==> src/rtl/sva_result_monitor.sv <==
// ---------------------------------------------------------------------------
// sva_result_monitor
//
// Collects the result pulses of an assertion checker: counts successes,
// failures and (optionally) lazy successes, keeps an overall verdict, and
// logs the timestamp of every failure in a small FIFO that a consumer drains
// with a valid/ready handshake.
//
// Configuration macro: SVA_MON_LAZY_EN
//   defined   - lazy_succ is counted in lazy_cnt and moves IDLE -> PASSING
//   undefined - lazy_succ is ignored and lazy_cnt reads 0
//
// Parameters
//   CNT_W    width of each saturating event counter
//   STAMP_W  width of a failure timestamp
//   DEPTH    failure log entries (power of two, >= 2)
//
// Ports
//   sys_clk    in   system clock (single domain)
//   sys_rst    in   asynchronous active-high reset
//   clr        in   synchronous clear of counters, verdict, log, overflow
//   succ       in   checker success pulse
//   fail       in   checker failure pulse
//   lazy_succ  in   checker lazy-success pulse
//   stamp      in   evaluation timestamp, logged with fail
//   succ_cnt   out  success count
//   fail_cnt   out  failure count
//   lazy_cnt   out  lazy-success count
//   verdict    out  0=IDLE, 1=PASSING, 2=FAILED
//   log_valid  out  log head entry available
//   log_ready  in   consumer accepts the head entry
//   log_data   out  timestamp at the log head
//   log_ovf    out  sticky: a failure timestamp was dropped
// ---------------------------------------------------------------------------
module sva_result_monitor #(
  parameter int CNT_W   = 16,
  parameter int STAMP_W = 8,
  parameter int DEPTH   = 4
) (
  input  logic               sys_clk,
  input  logic               sys_rst,
  input  logic               clr,
  input  logic               succ,
  input  logic               fail,
  input  logic               lazy_succ,
  input  logic [STAMP_W-1:0] stamp,
  output logic [CNT_W-1:0]   succ_cnt,
  output logic [CNT_W-1:0]   fail_cnt,
  output logic [CNT_W-1:0]   lazy_cnt,
  output logic [1:0]         verdict,
  output logic               log_valid,
  input  logic               log_ready,
  output logic [STAMP_W-1:0] log_data,
  output logic               log_ovf
);

  localparam int AW    = (DEPTH > 1) ? $clog2(DEPTH) : 1;
  localparam int OCC_W = AW + 1;
  localparam logic [OCC_W-1:0] FULL_OCC = OCC_W'(DEPTH);
  localparam logic [CNT_W-1:0] CNT_MAX  = {CNT_W{1'b1}};

  typedef enum logic [1:0] {
    ST_IDLE    = 2'd0,
    ST_PASSING = 2'd1,
    ST_FAILED  = 2'd2,
    ST_BAD     = 2'd3
  } state_t;

  state_t state_r;
  state_t state_nxt_s;

  logic [CNT_W-1:0]   succ_cnt_r;
  logic [CNT_W-1:0]   fail_cnt_r;
  logic [STAMP_W-1:0] mem_r [DEPTH];
  logic [AW-1:0]      wr_ptr_r;
  logic [AW-1:0]      rd_ptr_r;
  logic [OCC_W-1:0]   occ_r;
  logic               ovf_r;

  logic lazy_ev_s;
  logic full_s;
  logic empty_s;
  logic pop_s;
  logic push_s;
  logic drop_s;

`ifdef SVA_MON_LAZY_EN
  logic [CNT_W-1:0] lazy_cnt_r;

  assign lazy_ev_s = lazy_succ;

  // Saturating lazy-success counter
  always_ff @(posedge sys_clk or posedge sys_rst) begin
    if (sys_rst) begin
      lazy_cnt_r <= {CNT_W{1'b0}};
    end else if (clr) begin
      lazy_cnt_r <= {CNT_W{1'b0}};
    end else if (lazy_succ && (lazy_cnt_r != CNT_MAX)) begin
      lazy_cnt_r <= lazy_cnt_r + CNT_W'(1);
    end
  end

  assign lazy_cnt = lazy_cnt_r;
`else
  logic unused_lazy_s;

  assign unused_lazy_s = lazy_succ;
  assign lazy_ev_s     = 1'b0;
  assign lazy_cnt      = {CNT_W{1'b0}};
`endif

  // FIFO status and handshake; clr discards everything in its cycle
  always_comb begin
    empty_s = (occ_r == {OCC_W{1'b0}});
    full_s  = (occ_r == FULL_OCC);
    pop_s   = 1'b0;
    push_s  = 1'b0;
    drop_s  = 1'b0;
    if (!clr) begin
      pop_s  = !empty_s && log_ready;
      // A pop in the same cycle frees the slot a full FIFO needs
      push_s = fail && (!full_s || pop_s);
      drop_s = fail && full_s && !pop_s;
    end else begin
      pop_s  = 1'b0;
      push_s = 1'b0;
      drop_s = 1'b0;
    end
  end

  // Saturating success and failure counters
  always_ff @(posedge sys_clk or posedge sys_rst) begin
    if (sys_rst) begin
      succ_cnt_r <= {CNT_W{1'b0}};
      fail_cnt_r <= {CNT_W{1'b0}};
    end else if (clr) begin
      succ_cnt_r <= {CNT_W{1'b0}};
      fail_cnt_r <= {CNT_W{1'b0}};
    end else begin
      if (succ && (succ_cnt_r != CNT_MAX)) begin
        succ_cnt_r <= succ_cnt_r + CNT_W'(1);
      end
      if (fail && (fail_cnt_r != CNT_MAX)) begin
        fail_cnt_r <= fail_cnt_r + CNT_W'(1);
      end
    end
  end

  // Verdict state register
  always_ff @(posedge sys_clk or posedge sys_rst) begin
    if (sys_rst) begin
      state_r <= ST_IDLE;
    end else begin
      state_r <= state_nxt_s;
    end
  end

  // Verdict next-state logic; clr has priority over every event
  always_comb begin
    state_nxt_s = state_r;
    if (clr) begin
      state_nxt_s = ST_IDLE;
    end else begin
      case (state_r)
        ST_IDLE: begin
          if (fail) begin
            state_nxt_s = ST_FAILED;
          end else if (succ || lazy_ev_s) begin
            state_nxt_s = ST_PASSING;
          end else begin
            state_nxt_s = ST_IDLE;
          end
        end
        ST_PASSING: begin
          if (fail) begin
            state_nxt_s = ST_FAILED;
          end else begin
            state_nxt_s = ST_PASSING;
          end
        end
        ST_FAILED: state_nxt_s = ST_FAILED;
        ST_BAD:    state_nxt_s = ST_IDLE;
        default:   state_nxt_s = ST_IDLE;
      endcase
    end
  end

  // Failure log storage; cleared so an empty log reads 0 after reset or clr.
  // A full FIFO only accepts a push together with a pop, so the head entry
  // is never overwritten while it is still being offered.
  always_ff @(posedge sys_clk or posedge sys_rst) begin
    if (sys_rst) begin
      for (int i = 0; i < DEPTH; i++) begin
        mem_r[i] <= {STAMP_W{1'b0}};
      end
    end else if (clr) begin
      for (int i = 0; i < DEPTH; i++) begin
        mem_r[i] <= {STAMP_W{1'b0}};
      end
    end else if (push_s) begin
      mem_r[wr_ptr_r] <= stamp;
    end
  end

  // Log pointers, occupancy and sticky overflow flag; pointers wrap mod DEPTH
  always_ff @(posedge sys_clk or posedge sys_rst) begin
    if (sys_rst) begin
      wr_ptr_r <= {AW{1'b0}};
      rd_ptr_r <= {AW{1'b0}};
      occ_r    <= {OCC_W{1'b0}};
      ovf_r    <= 1'b0;
    end else if (clr) begin
      wr_ptr_r <= {AW{1'b0}};
      rd_ptr_r <= {AW{1'b0}};
      occ_r    <= {OCC_W{1'b0}};
      ovf_r    <= 1'b0;
    end else begin
      if (push_s) begin
        wr_ptr_r <= wr_ptr_r + AW'(1);
      end
      if (pop_s) begin
        rd_ptr_r <= rd_ptr_r + AW'(1);
      end
      case ({push_s, pop_s})
        2'b10:   occ_r <= occ_r + OCC_W'(1);
        2'b01:   occ_r <= occ_r - OCC_W'(1);
        default: occ_r <= occ_r;
      endcase
      if (drop_s) begin
        ovf_r <= 1'b1;
      end
    end
  end

  assign succ_cnt  = succ_cnt_r;
  assign fail_cnt  = fail_cnt_r;
  assign verdict   = state_r;
  assign log_valid = !empty_s;
  assign log_data  = mem_r[rd_ptr_r];
  assign log_ovf   = ovf_r;

endmodule

==> config.mk <==
export PLATFORM = sky130hd
export DESIGN_NAME = sva_result_monitor
export DESIGN_NICKNAME = d
export VERILOG_FILES = /design/src/rtl/sva_result_monitor.sv
export SDC_FILE = /design/constraint.sdc
export NUM_CORES = 1
export LEC_CHECK = 0
export CORE_MARGIN = 2
export CORE_UTILIZATION = 54
export CTS_CLUSTER_SIZE = 28
export DETAILED_ROUTE_END_ITERATION = 8
export PLACE_DENSITY = 0.82
export SLEW_MARGIN = 0
export SYNTH_ARGS = -nofsm -noshare
export SYNTH_HDL_FRONTEND = slang
export SYNTH_SLANG_ARGS = --single-unit
export TNS_END_PERCENT = 5
==> constraint.sdc <==
create_clock -name sys_clk -period 4.7 [get_ports sys_clk]
set_input_delay 1.175 -clock sys_clk [delete_from_list [all_inputs] [get_ports sys_clk]]
set_output_delay 1.175 -clock sys_clk [all_outputs]
set_load 0.01 [all_outputs]
==> results of run 1 <==
report_power, final:
group	internal (mW)	switching, mW	total [mW]
clock network	0.460	0.244	0.704
logic	0.158	0.174	0.332
registers	0.676	0.0639	0.740
total	1.29	0.482	1.78
cell usage after synthesis, drive strengths merged:
cell	instances	area, um2
nand3b	1	7.51
nor3	5	25.0
xnor2	11	96.3
o21bai	1	7.51
a211oi	3	22.5
o2111ai	2	17.5
nor4	4	25.0
inv	5	18.8
or4	2	18.8
clkbuf	18	77.6
buf	21	151
nand4	6	43.8
nand3	44	220
ha	6	75.1
a21oi	36	180
nor4b	1	8.76
nor2b	2	12.5
nor4bb	1	10.0
fa	1	20.0
or3	3	20.0
and2	3	18.8
dfrtp	74	1850
nand2	50	188
nor2	46	173
a31oi	1	6.26
o211ai	5	37.5
and4	2	17.5
o31ai	1	7.51
dlygate4sd1	1	8.76
mux4	8	180
mux2i	5	50.1
o21ai	9	56.3
and3	6	37.5
conb	1	3.75
xor2	20	175
or2	1	6.26
sequential cells by signal, summed over array words and instances (netlist names):
| signal | cells |
|---|---|
| mem_r | 32 |
| log_ovf | 1 |
| wr_ptr_r | 2 |
| succ_cnt | 16 |
| verdict | 2 |
| rd_ptr_r | 2 |
| fail_cnt | 16 |
| occ_r | 3 |
per-stage QoR:
step                      utilization, %  std cells  setup WS [ns]
final                               68.4        554           1.35
after global routing                68.3        553           1.28
after CTS                           68.3        553           1.32
after detailed placement            64.1        537           1.39
after global placement              64.1        537           1.42
after floorplan                        -        421           1.46
logic make-up after synthesis:
logic type	count (synthesis)
XOR/XNOR	31
multiplexers	13
AND/OR/NAND/NOR	177
adder cells (fa/ha/maj)	7
buffers and inverters	45
flip-flops	74
other	1
AO/OA/AOI/OAI	58
worst paths after layout:
kind / startpoint / to / depth (start not counted) / slack [ns]
worst max-delay path: rd_ptr_r[0]$_DFFE_PP0P_ / log_data[7] / 2 / 1.35
worst min register to register: verdict[0]$_DFF_PP0_ / verdict[1]$_DFF_PP0_ / 1 / 0.49
max in group asynchronous: sys_rst / occ_r[2]$_DFFE_PP0P_ / 3 / 2.51
worst max register to register: occ_r[0]$_DFFE_PP0P_ / occ_r[2]$_DFFE_PP0P_ / 7 / 2.31
worst min-delay path: verdict[0]$_DFF_PP0_ / verdict[1]$_DFF_PP0_ / 1 / 0.49
min in group asynchronous: sys_rst / mem_r[20]$_DFFE_PP0P_ / 2 / 1.19
final cells by class:
cell class	instances	area, um2	area share, %
diodes	1	2.50	0.0533
clock buffers	9	124	2.64
clock inverters	7	165	3.52
inverters	5	18.8	0.400
multi-input cells	302	1830	38.9
flip-flops and latches	74	1850	39.4
well taps	96	120	2.56
repair buffers	60	588	12.5
metal layers:
metal  vias to the layer above  GRT usage [%]
li1                       1461              -
met1                      1507           31.6
met2                       124           38.4
met3                        19           4.57
met4                         0           8.26
met5                         -              0
==> out/metrics.yaml, run 1 <==
drtAntennaViolNets: 0
cts_resized: 0
ios: 75
critical_path.slowest_cell: "dfrtp_1"
yosysSeqAreaShare_pct: 47.8
synthDistinctLibCells: 44
cp_slowest_stage_delay_ns: 0.73
critPathLaunchType: "flip-flop"
ctsRootBufferMaster: "clkbuf_8"
finalPower_mw: 1.78
place_area_um2: 4410
cts_made_buffers: 9
fmax_mhz: 299
syn_inst: 406
globalRoute.totalOverflow: 0
vias_per_cell: 5.62
drc: 0
die_w_um: 88.7
cts_setup_buffers: 0
cap_violations: 0
cts_tree: "yes"
clockBufferDepth: 2
hold_class: "flip-flop to flip-flop"
synth.area.mux_share_pct: 5.94
drive_gt1_share_pct: 7.66
die_area_um2: 7870
design_area_um2: 4700
outcome: "complete, no violations"
drtPass1Iterations: 5
power_density_nw_per_um2: 378
worstSetupPathType: "flip-flop to primary output"
synth_top_family_by_area: "simple AND/OR/NAND/NOR gates"
route.met2.wl_um: 4300
whs_ns: 0.486
path_max_fanout: 10
cts-htree-levels: 3
place.gp.congestion: 0.869
yosysWarnings: 0
synth_seq_cells: 74
grt_antenna_before_repair: 0
start_util_pct: 56.4
drt_iter0_drc: 276
areaGrowthSynthToFinish_pct: 21.2
synth_fa_ha_area_share_pct: 2.45
skew_ns: 0.00771
routed_wirelength_um: 8700
path_buf_inv: 1
wl_met3_um: 549
clk_pin_slew_worst_paths_ns: 0.08
core_um2: 6870
slew_headroom_pct: 50.5
clk-insertion-delay-late_ns: 0.35
crit_path_end_kind: "primary output"
mostFrequentLayoutCell: "dfrtp_1"
layout_common_cells: "74 x dfrtp_1, 56 x clkdlybuf4s50_1, 50 x nand2_1"
vias: 3111
syn_area_um2: 3880
peakVddDrop_v: 0.000232
core.rowCount: 30
cts_sinks: 74
worstPathCellList: "mux4_2 > clkdlybuf4s50_1"
grt_pass1_vias: 2961
top_layer_used: "met4"
postSynthAreaPerCell_um2: 9.55
die_h_um: 88.7
fin_crit_ns: 3.35
worst_path_dominant_cell_family: "flip-flops"
track_usage_pct: 23.5
synth-simple-area-share_pct: 21.5
fin_nets: 474
place_hpwl_um: 5440
cts_hold_buf: 0
rsz0062_at_grt: "false"
avgRoutedWirePerCell_um: 15.7
fillCellCount: 554
hold_violations: 0
synth-compound-area-share_pct: 8.65
io_buffers: 57
wl_met1_um: 3670
grt_max_degree: 76
slew_viol_final: 0
grt_first_pass_wirelength_um: 14200
cp.arrival_ns: 2.17
setup_viol: 0
synth-xor-area-share_pct: 7.00
leakagePower_nw: 1.94
fin_crit_sh_pct: 71.2
worstPathRequired_ns: 3.52
worst_slew_pin_slew_ns: 0.743
setup_tns_ns: 0
(Power assumes the default switching activity.)
==> run 2, diff against run 1 <==
CORE_UTILIZATION = 47   (was 54)
PLACE_DENSITY = 0.75   (was 0.82)
clock period = 2.94 ns   (was 4.7 ns; I/O delays follow)
==> out/metrics.yaml, run 2 (synthesis gave the netlist of run 1 again) <==
die_w_um: 94.8  # was 88.7 um
peakVddDrop_v: 0.000212  # was 0.000232 V
path_max_fanout: 7  # was 10
worstPathRequired_ns: 2.20  # was 3.52 ns
globalRoute.totalOverflow: 0  # unchanged
grt_first_pass_wirelength_um: 14300  # was 14200 um
io_buffers: 57  # unchanged
switchingPower_uw: 751  # was 482 uW
wl_met3_um: 530  # was 549 um
outcome: "complete, no violations"  # unchanged
cap_violations: 0  # unchanged
setup_ws_ns: 0.156  # was 1.35 ns
drtPass1Iterations: 4  # was 5
power_density_nw_per_um2: 550  # was 378 nW/um2
drc: 0  # unchanged
crit_path_end_kind: "primary output"  # unchanged
slew_headroom_pct: 49.5  # was 50.5%
setup_tns_ns: 0  # unchanged
finalPower_mw: 2.57  # was 1.78 mW
drive_gt1_share_pct: 8.68  # was 7.66%
hold_class: "flip-flop to flip-flop"  # unchanged
cts_tree: "yes"  # unchanged
ctsRootBufferMaster: "clkbuf_8"  # unchanged
rsz0062_at_grt: "false"  # unchanged
track_usage_pct: 20.6  # was 23.5%
clockBufferDepth: 2  # unchanged
critical_path.slowest_cell: "dfrtp_1"  # unchanged
die_h_um: 94.8  # was 88.7 um
sw_frac_of_total_pct: 29.2  # was 27.1%
grt_pass1_vias: 2981  # was 2961
clkPwrFrac_pct: 33.4  # was 39.6%
ios: 75  # unchanged
largest_reg_flops: 32  # unchanged
clk_pin_slew_worst_paths_ns: 0.07  # was 0.08 ns
vias_per_cell: 5.36  # was 5.62
place_hpwl_um: 5550  # was 5440 um
grt_antenna_before_repair: 0  # unchanged
mostFrequentLayoutCell: "dfrtp_1"  # unchanged
avgRoutedWirePerCell_um: 15.1  # was 15.7 um
core_um2: 8090  # was 6870 um2
diodes: 0  # was 1
combPwrFrac_pct: 20.8  # was 18.7%
top_layer_used: "met4"  # unchanged
cts_sinks: 74  # unchanged
skew_ns: 0.00889  # was 0.00771 ns
worstPathCellList: "mux4_2 > clkdlybuf4s50_1"  # unchanged
route.met2.wl_um: 4160  # was 4300 um
layout_common_cells: "73 x dfrtp_1, 56 x clkdlybuf4s50_1, 50 x nand2_1"  # was 74 x dfrtp_1, 56 x clkdlybuf4s50_1, 50 x nand2_1
worstSetupPathType: "flip-flop to primary output"  # unchanged
areaGrowthSynthToFinish_pct: 20.7  # was 21.2%
path_buf_inv: 1  # unchanged
start_util_pct: 47.9  # was 56.4%
slew_viol_final: 0  # unchanged
cts-htree-levels: 3  # unchanged
cts_hold_buf: 0  # unchanged
leakagePower_nw: 1.93  # was 1.94 nW
fillCellCount: 720  # was 554
clk-insertion-delay-late_ns: 0.35  # about the same
fin_crit_sh_pct: 94.7
top_register: "mem_r"  # unchanged
cp.arrival_ns: 2.05  # was 2.17 ns
vias: 3031  # was 3111
cp_slowest_stage_delay_ns: 0.64  # was 0.73 ns
hold_violations: 0  # unchanged
fin_crit_ns: 2.78
post-place-ws_ns: 0.107  # was 1.39 ns
cts_made_buffers: 9  # unchanged
drtAntennaViolNets: 0  # unchanged
fmax_mhz: 359
grt_max_degree: 76  # unchanged
die_area_um2: 8990  # was 7870 um2
p_seq_share_pct: 45.9  # was 41.7%
routed_wirelength_um: 8550  # was 8700 um
worst_slew_pin_slew_ns: 0.758  # was 0.743 ns
worst_path_dominant_cell_family: "flip-flops"  # unchanged
fin_nets: 478  # was 474
setup_viol: 0  # unchanged
core.rowCount: 33  # was 30
place.gp.congestion: 0.837  # was 0.869
wl_met1_um: 3760  # was 3670 um
power.internal_mw: 1.82  # was 1.29 mW
critPathLaunchType: "flip-flop"  # unchanged
drt_iter0_drc: 144  # was 276
run 2: changes by cell type in the layout (fill, tap and decap cells not counted), sizes merged:
cell and change:
buf +4, bufinv -3, clkinv +3, diode -1
run 2: path summary, 6_finish.rpt:
path,startpoint,to,slack (ns),cells after the start
worst max-delay path,rd_ptr_r[1]$_DFFE_PP0P_,log_data[0],0.16,2
worst min-delay path,verdict[0]$_DFF_PP0_,verdict[1]$_DFF_PP0_,0.50,1
worst max register to register,occ_r[0]$_DFFE_PP0P_,occ_r[2]$_DFFE_PP0P_,0.52,7
worst min register to register,verdict[0]$_DFF_PP0_,verdict[1]$_DFF_PP0_,0.50,1
max in group asynchronous,sys_rst,rd_ptr_r[0]$_DFFE_PP0P_,1.82,3
min in group asynchronous,sys_rst,mem_r[28]$_DFFE_PP0P_,0.79,3
run 2: timing repair:
| action | 4_1_cts | 5_1_grt |
|---|---|---|
| gates resized for setup | 0 | 1 |
| endpoints found under the setup margin | 0 | 1 |
| buffers inserted | 0 | 0 |
| endpoints found under the hold margin | 0 | 0 |
run 2: per-layer routing:
layer	vias up	GRT usage, %
met3	10	4.07
met1	1457	27.3
li1	1466	-
met2	98	33.2
met5	-	0
met4	0	8.33
run 2: stage by stage:
step | instance area [um2] | cells | hold slack, ns | utilization [%]
2_1_floorplan | 3930 | 421 | 0.497 | -
3_3_place_gp | 4460 | 550 | 0.469 | 55.1
3_5_place_dp | 4460 | 550 | 0.465 | 55.1
4_1_cts | 4680 | 566 | 0.495 | 57.8
5_1_grt | 4680 | 566 | 0.516 | 57.8
6_report | 4680 | 566 | 0.496 | 57.8
run 2: final cells by class:
| type | count | area [um2] | share of cell area (%) |
|---|---|---|---|
| flip-flops and latches | 74 | 1850 | 39.6 |
| clock inverters | 7 | 93.8 | 2.01 |
| clock buffers | 9 | 124 | 2.65 |
| repair buffers | 64 | 631 | 13.5 |
| multi-input cells | 302 | 1830 | 39.0 |
| inverters | 5 | 18.8 | 0.401 |
| well taps | 105 | 131 | 2.81 |
run 2: worst register-to-register path: stages, from the launching register on:
cell and delay [ns]:
dfrtp_1 0.45, o31ai_1 0.64, nor3_1 0.14, fa_1 0.41, or2_2 0.30, mux2i_1 0.15
xnor2_1 0.14, nor2_1 0.05
run 2: power by group through the flow:
stage	clock [mW]	combinational (mW)	sequential [mW]
finish	0.859	0.534	1.18
floorplan	0	0.394	1.15
CTS	0.890	0.545	1.18
detailed placement	0	0.543	1.20
global placement	0	0.530	1.19
global route	0.931	0.599	1.20
==> run 3, diff against run 2 <==
--- a/config.mk
+++ b/config.mk
@@ -10,6 +10,6 @@
 export CTS_CLUSTER_SIZE = 28
 export DETAILED_ROUTE_END_ITERATION = 8
+export GPL_TIMING_DRIVEN = 0
 export PLACE_DENSITY = 0.75
-export SLEW_MARGIN = 0
 export SYNTH_ARGS = -nofsm -noshare
 export SYNTH_HDL_FRONTEND = slang
==> constraint.sdc (replaced) <==
create_clock -name sys_clk -period 2.94 [get_ports sys_clk]
set_input_delay 0.735 -clock sys_clk [delete_from_list [all_inputs] [get_ports sys_clk]]
set_output_delay 0.735 -clock sys_clk [all_outputs]
set_load 0.1 [all_outputs]
==> out/metrics.yaml, run 3 (synthesis gave the netlist of run 1 again) <==
clockBufferDepth: 2  # unchanged
fin_crit_ns: 2.76  # was 2.78 ns
post-place-ws_ns: -0.818  # was 0.107 ns
leakagePower_nw: 2.07  # was 1.93 nW
hold_class: "flip-flop to flip-flop"  # unchanged
core.rowCount: 33  # unchanged
switchingPower_mw: 1.13  # was 751 uW
ctsRootBufferMaster: "clkbuf_8"  # unchanged
worstPathRequired_ns: 2.20  # about the same
p_seq_share_pct: 38.8  # was 45.9%
path_buf_inv: 2  # was 1
worstSetupPathType: "flip-flop to primary output"  # unchanged
cts_tree: "yes"  # unchanged
drive_gt1_share_pct: 12.4  # was 8.68%
mostFrequentLayoutCell: "dfrtp_1"  # unchanged
crit_path_end_kind: "primary output"  # unchanged
critical_path.slowest_cell: "mux4_2"  # was dfrtp_1
grt_max_degree: 68  # was 76
power.internal_mw: 1.90  # was 1.82 mW
setup_tns_ns: 0  # unchanged
finalPower_mw: 3.03  # was 2.57 mW
clk_pin_slew_worst_paths_ns: 0.07  # about the same
largest_reg_flops: 32  # unchanged
slew_headroom_pct: 34.5  # was 49.5%
vias_per_cell: 5.40  # was 5.36
drtAntennaViolNets: 0  # unchanged
rsz0062_at_grt: "false"  # unchanged
hold_violations: 0  # unchanged
cap_violations: 0  # unchanged
layout_common_cells: "73 x dfrtp_1, 50 x nand2_1, 46 x nor2_1, 46 x clkdlybuf4s50_1, 44 x nand3_1"  # was 73 x dfrtp_1, 56 x clkdlybuf4s50_1, 50 x nand2_1
cp.arrival_ns: 2.02  # was 2.05 ns
power_density_nw_per_um2: 618  # was 550 nW/um2
cts_sinks: 74  # unchanged
fin_crit_sh_pct: 93.8  # was 94.7%
setup_ws_ns: 0.183  # was 0.156 ns
core_um2: 8090  # unchanged
top_register: "mem_r"  # unchanged
track_usage_pct: 22.1  # was 20.6%
grt_antenna_before_repair: 0  # unchanged
slew_viol_final: 0  # unchanged
worst_slew_pin_slew_ns: 0.980  # was 0.758 ns
peakVddDrop_v: 0.000396  # was 0.000212 V
clk-insertion-delay-late_ns: 0.35  # about the same
worstPathCellList: "clkbuf_2 > mux4_2 > clkdlybuf4s15_2"  # was mux4_2 > clkdlybuf4s50_1
cp_slowest_stage_delay_ns: 0.56  # was 0.64 ns
routed_wirelength_um: 9200  # was 8550 um
cts_made_buffers: 9  # unchanged
worst_path_dominant_cell_family: "buffers and inverters"  # was flip-flops
cts-htree-levels: 3  # unchanged
combPwrFrac_pct: 30.3  # was 20.8%
io_buffers: 56  # was 57
whs_ns: 0.484  # was 0.496 ns
sw_frac_of_total_pct: 37.2  # was 29.2%
areaGrowthSynthToFinish_pct: 26.4  # was 20.7%
die_w_um: 94.8  # unchanged
start_util_pct: 47.9  # unchanged
avgRoutedWirePerCell_um: 15.4  # was 15.1 um
drtPass1Iterations: 4  # unchanged
fin_nets: 509  # was 478
fmax_mhz: 363  # was 359 MHz
outcome: "complete, no violations"  # unchanged
die_h_um: 94.8  # unchanged
grt_pass1_vias: 3135  # was 2981
drc: 0  # unchanged
globalRoute.totalOverflow: 0  # unchanged
diodes: 0  # unchanged
ios: 75  # unchanged
die_area_um2: 8990  # unchanged
place.gp.congestion: 0.850  # was 0.837
whs_path_depth: 1  # unchanged
skew_ns: 0.0106  # was 0.00889 ns
critPathLaunchType: "flip-flop"  # unchanged
path_max_fanout: 9  # was 7
vias: 3224  # was 3031
place_hpwl_um: 6410  # was 5550 um
grt_first_pass_wirelength_um: 15300  # was 14300 um
setup_viol: 0  # unchanged
rr_worst_depth: 7  # unchanged
clkPwrFrac_pct: 30.9  # was 33.4%
drt_iter0_drc: 138  # was 144
critical_path_depth: 3  # was 2
## run 3: cell types whose count changed in the layout (fill, tap and decap cells not counted), moves of 2 or more
cell,change
clkbuf_1,+14
buf_1,+2
buf_6,+2
buf_4,+11
clkbuf_2,+2
clkinvlp_4,-2
clkdlybuf4s50_1,-10
clkdlybuf4s15_2,+8
## run 3: worst reg2reg max path, delay by kind of cell (launching register included)
kind	cells	cell delay (ns)
AO/OA/AOI/OAI	1	0.60
adder cells (fa/ha/maj)	1	0.40
flip-flops	1	0.45
multiplexers	1	0.16
AND/OR/NAND/NOR	3	0.49
XOR/XNOR	1	0.14
## run 3: power by group through the flow
stage | logic, mW | clock network [mW] | registers (mW)
after floorplan | 0.715 | 0 | 1.21
after global placement | 0.960 | 0 | 1.15
after detailed placement | 0.976 | 0 | 1.16
after CTS | 0.920 | 0.946 | 1.18
after global routing | 0.980 | 0.994 | 1.19
final | 0.919 | 0.936 | 1.17
## run 3: metal layers
metal,up-vias,global-route usage (%),part of all wire [%]
met5,-,0,0
met2,104,36.3,48
met1,1568,30.1,45
li1,1538,-,-
met4,0,6.88,1.4
met3,14,3.51,5.2
## run 3: cell type report
cell class / instances / area (um2)
Clock inverter: 6 / 105
Timing Repair Buffer: 57 / 599
Tap cell: 105 / 131
Sequential cell: 74 / 1850
Fill cell: 712 / 3190
Buffer: 38 / 239
Clock buffer: 10 / 128
Inverter: 5 / 21.3
Multi-Input combinational cell: 302 / 1820
## run 3: what timing repair did
item,CTS,global route
gates resized for setup,27,4
pin swaps,0,0
endpoints found under the setup margin,11,3
hold buffers,0,0
setup buffers,0,0
hold endpoints to repair,0,0
## run 3: stage by stage
step	std cells	instance area (um2)	util, %
floorplan	421	3930	-
global placement	582	4620	57.1
detailed placement	583	4650	57.5
CTS	597	4890	60.5
global route	597	4900	60.6
finish	597	4900	60.6
## run 3: worst paths after layout
path	start	to	slack, ns
setup reg to reg	occ_r[0]$_DFFE_PP0P_	occ_r[2]$_DFFE_PP0P_	0.58
hold reg to reg	verdict[0]$_DFF_PP0_	verdict[1]$_DFF_PP0_	0.48
min in group asynchronous	sys_rst	mem_r[27]$_DFFE_PP0P_	0.63
setup / recovery	rd_ptr_r[1]$_DFFE_PP0P_	log_data[2]	0.18
max in group asynchronous	sys_rst	succ_cnt[4]$_DFFE_PP0P_	1.77
hold / removal	verdict[0]$_DFF_PP0_	verdict[1]$_DFF_PP0_	0.48
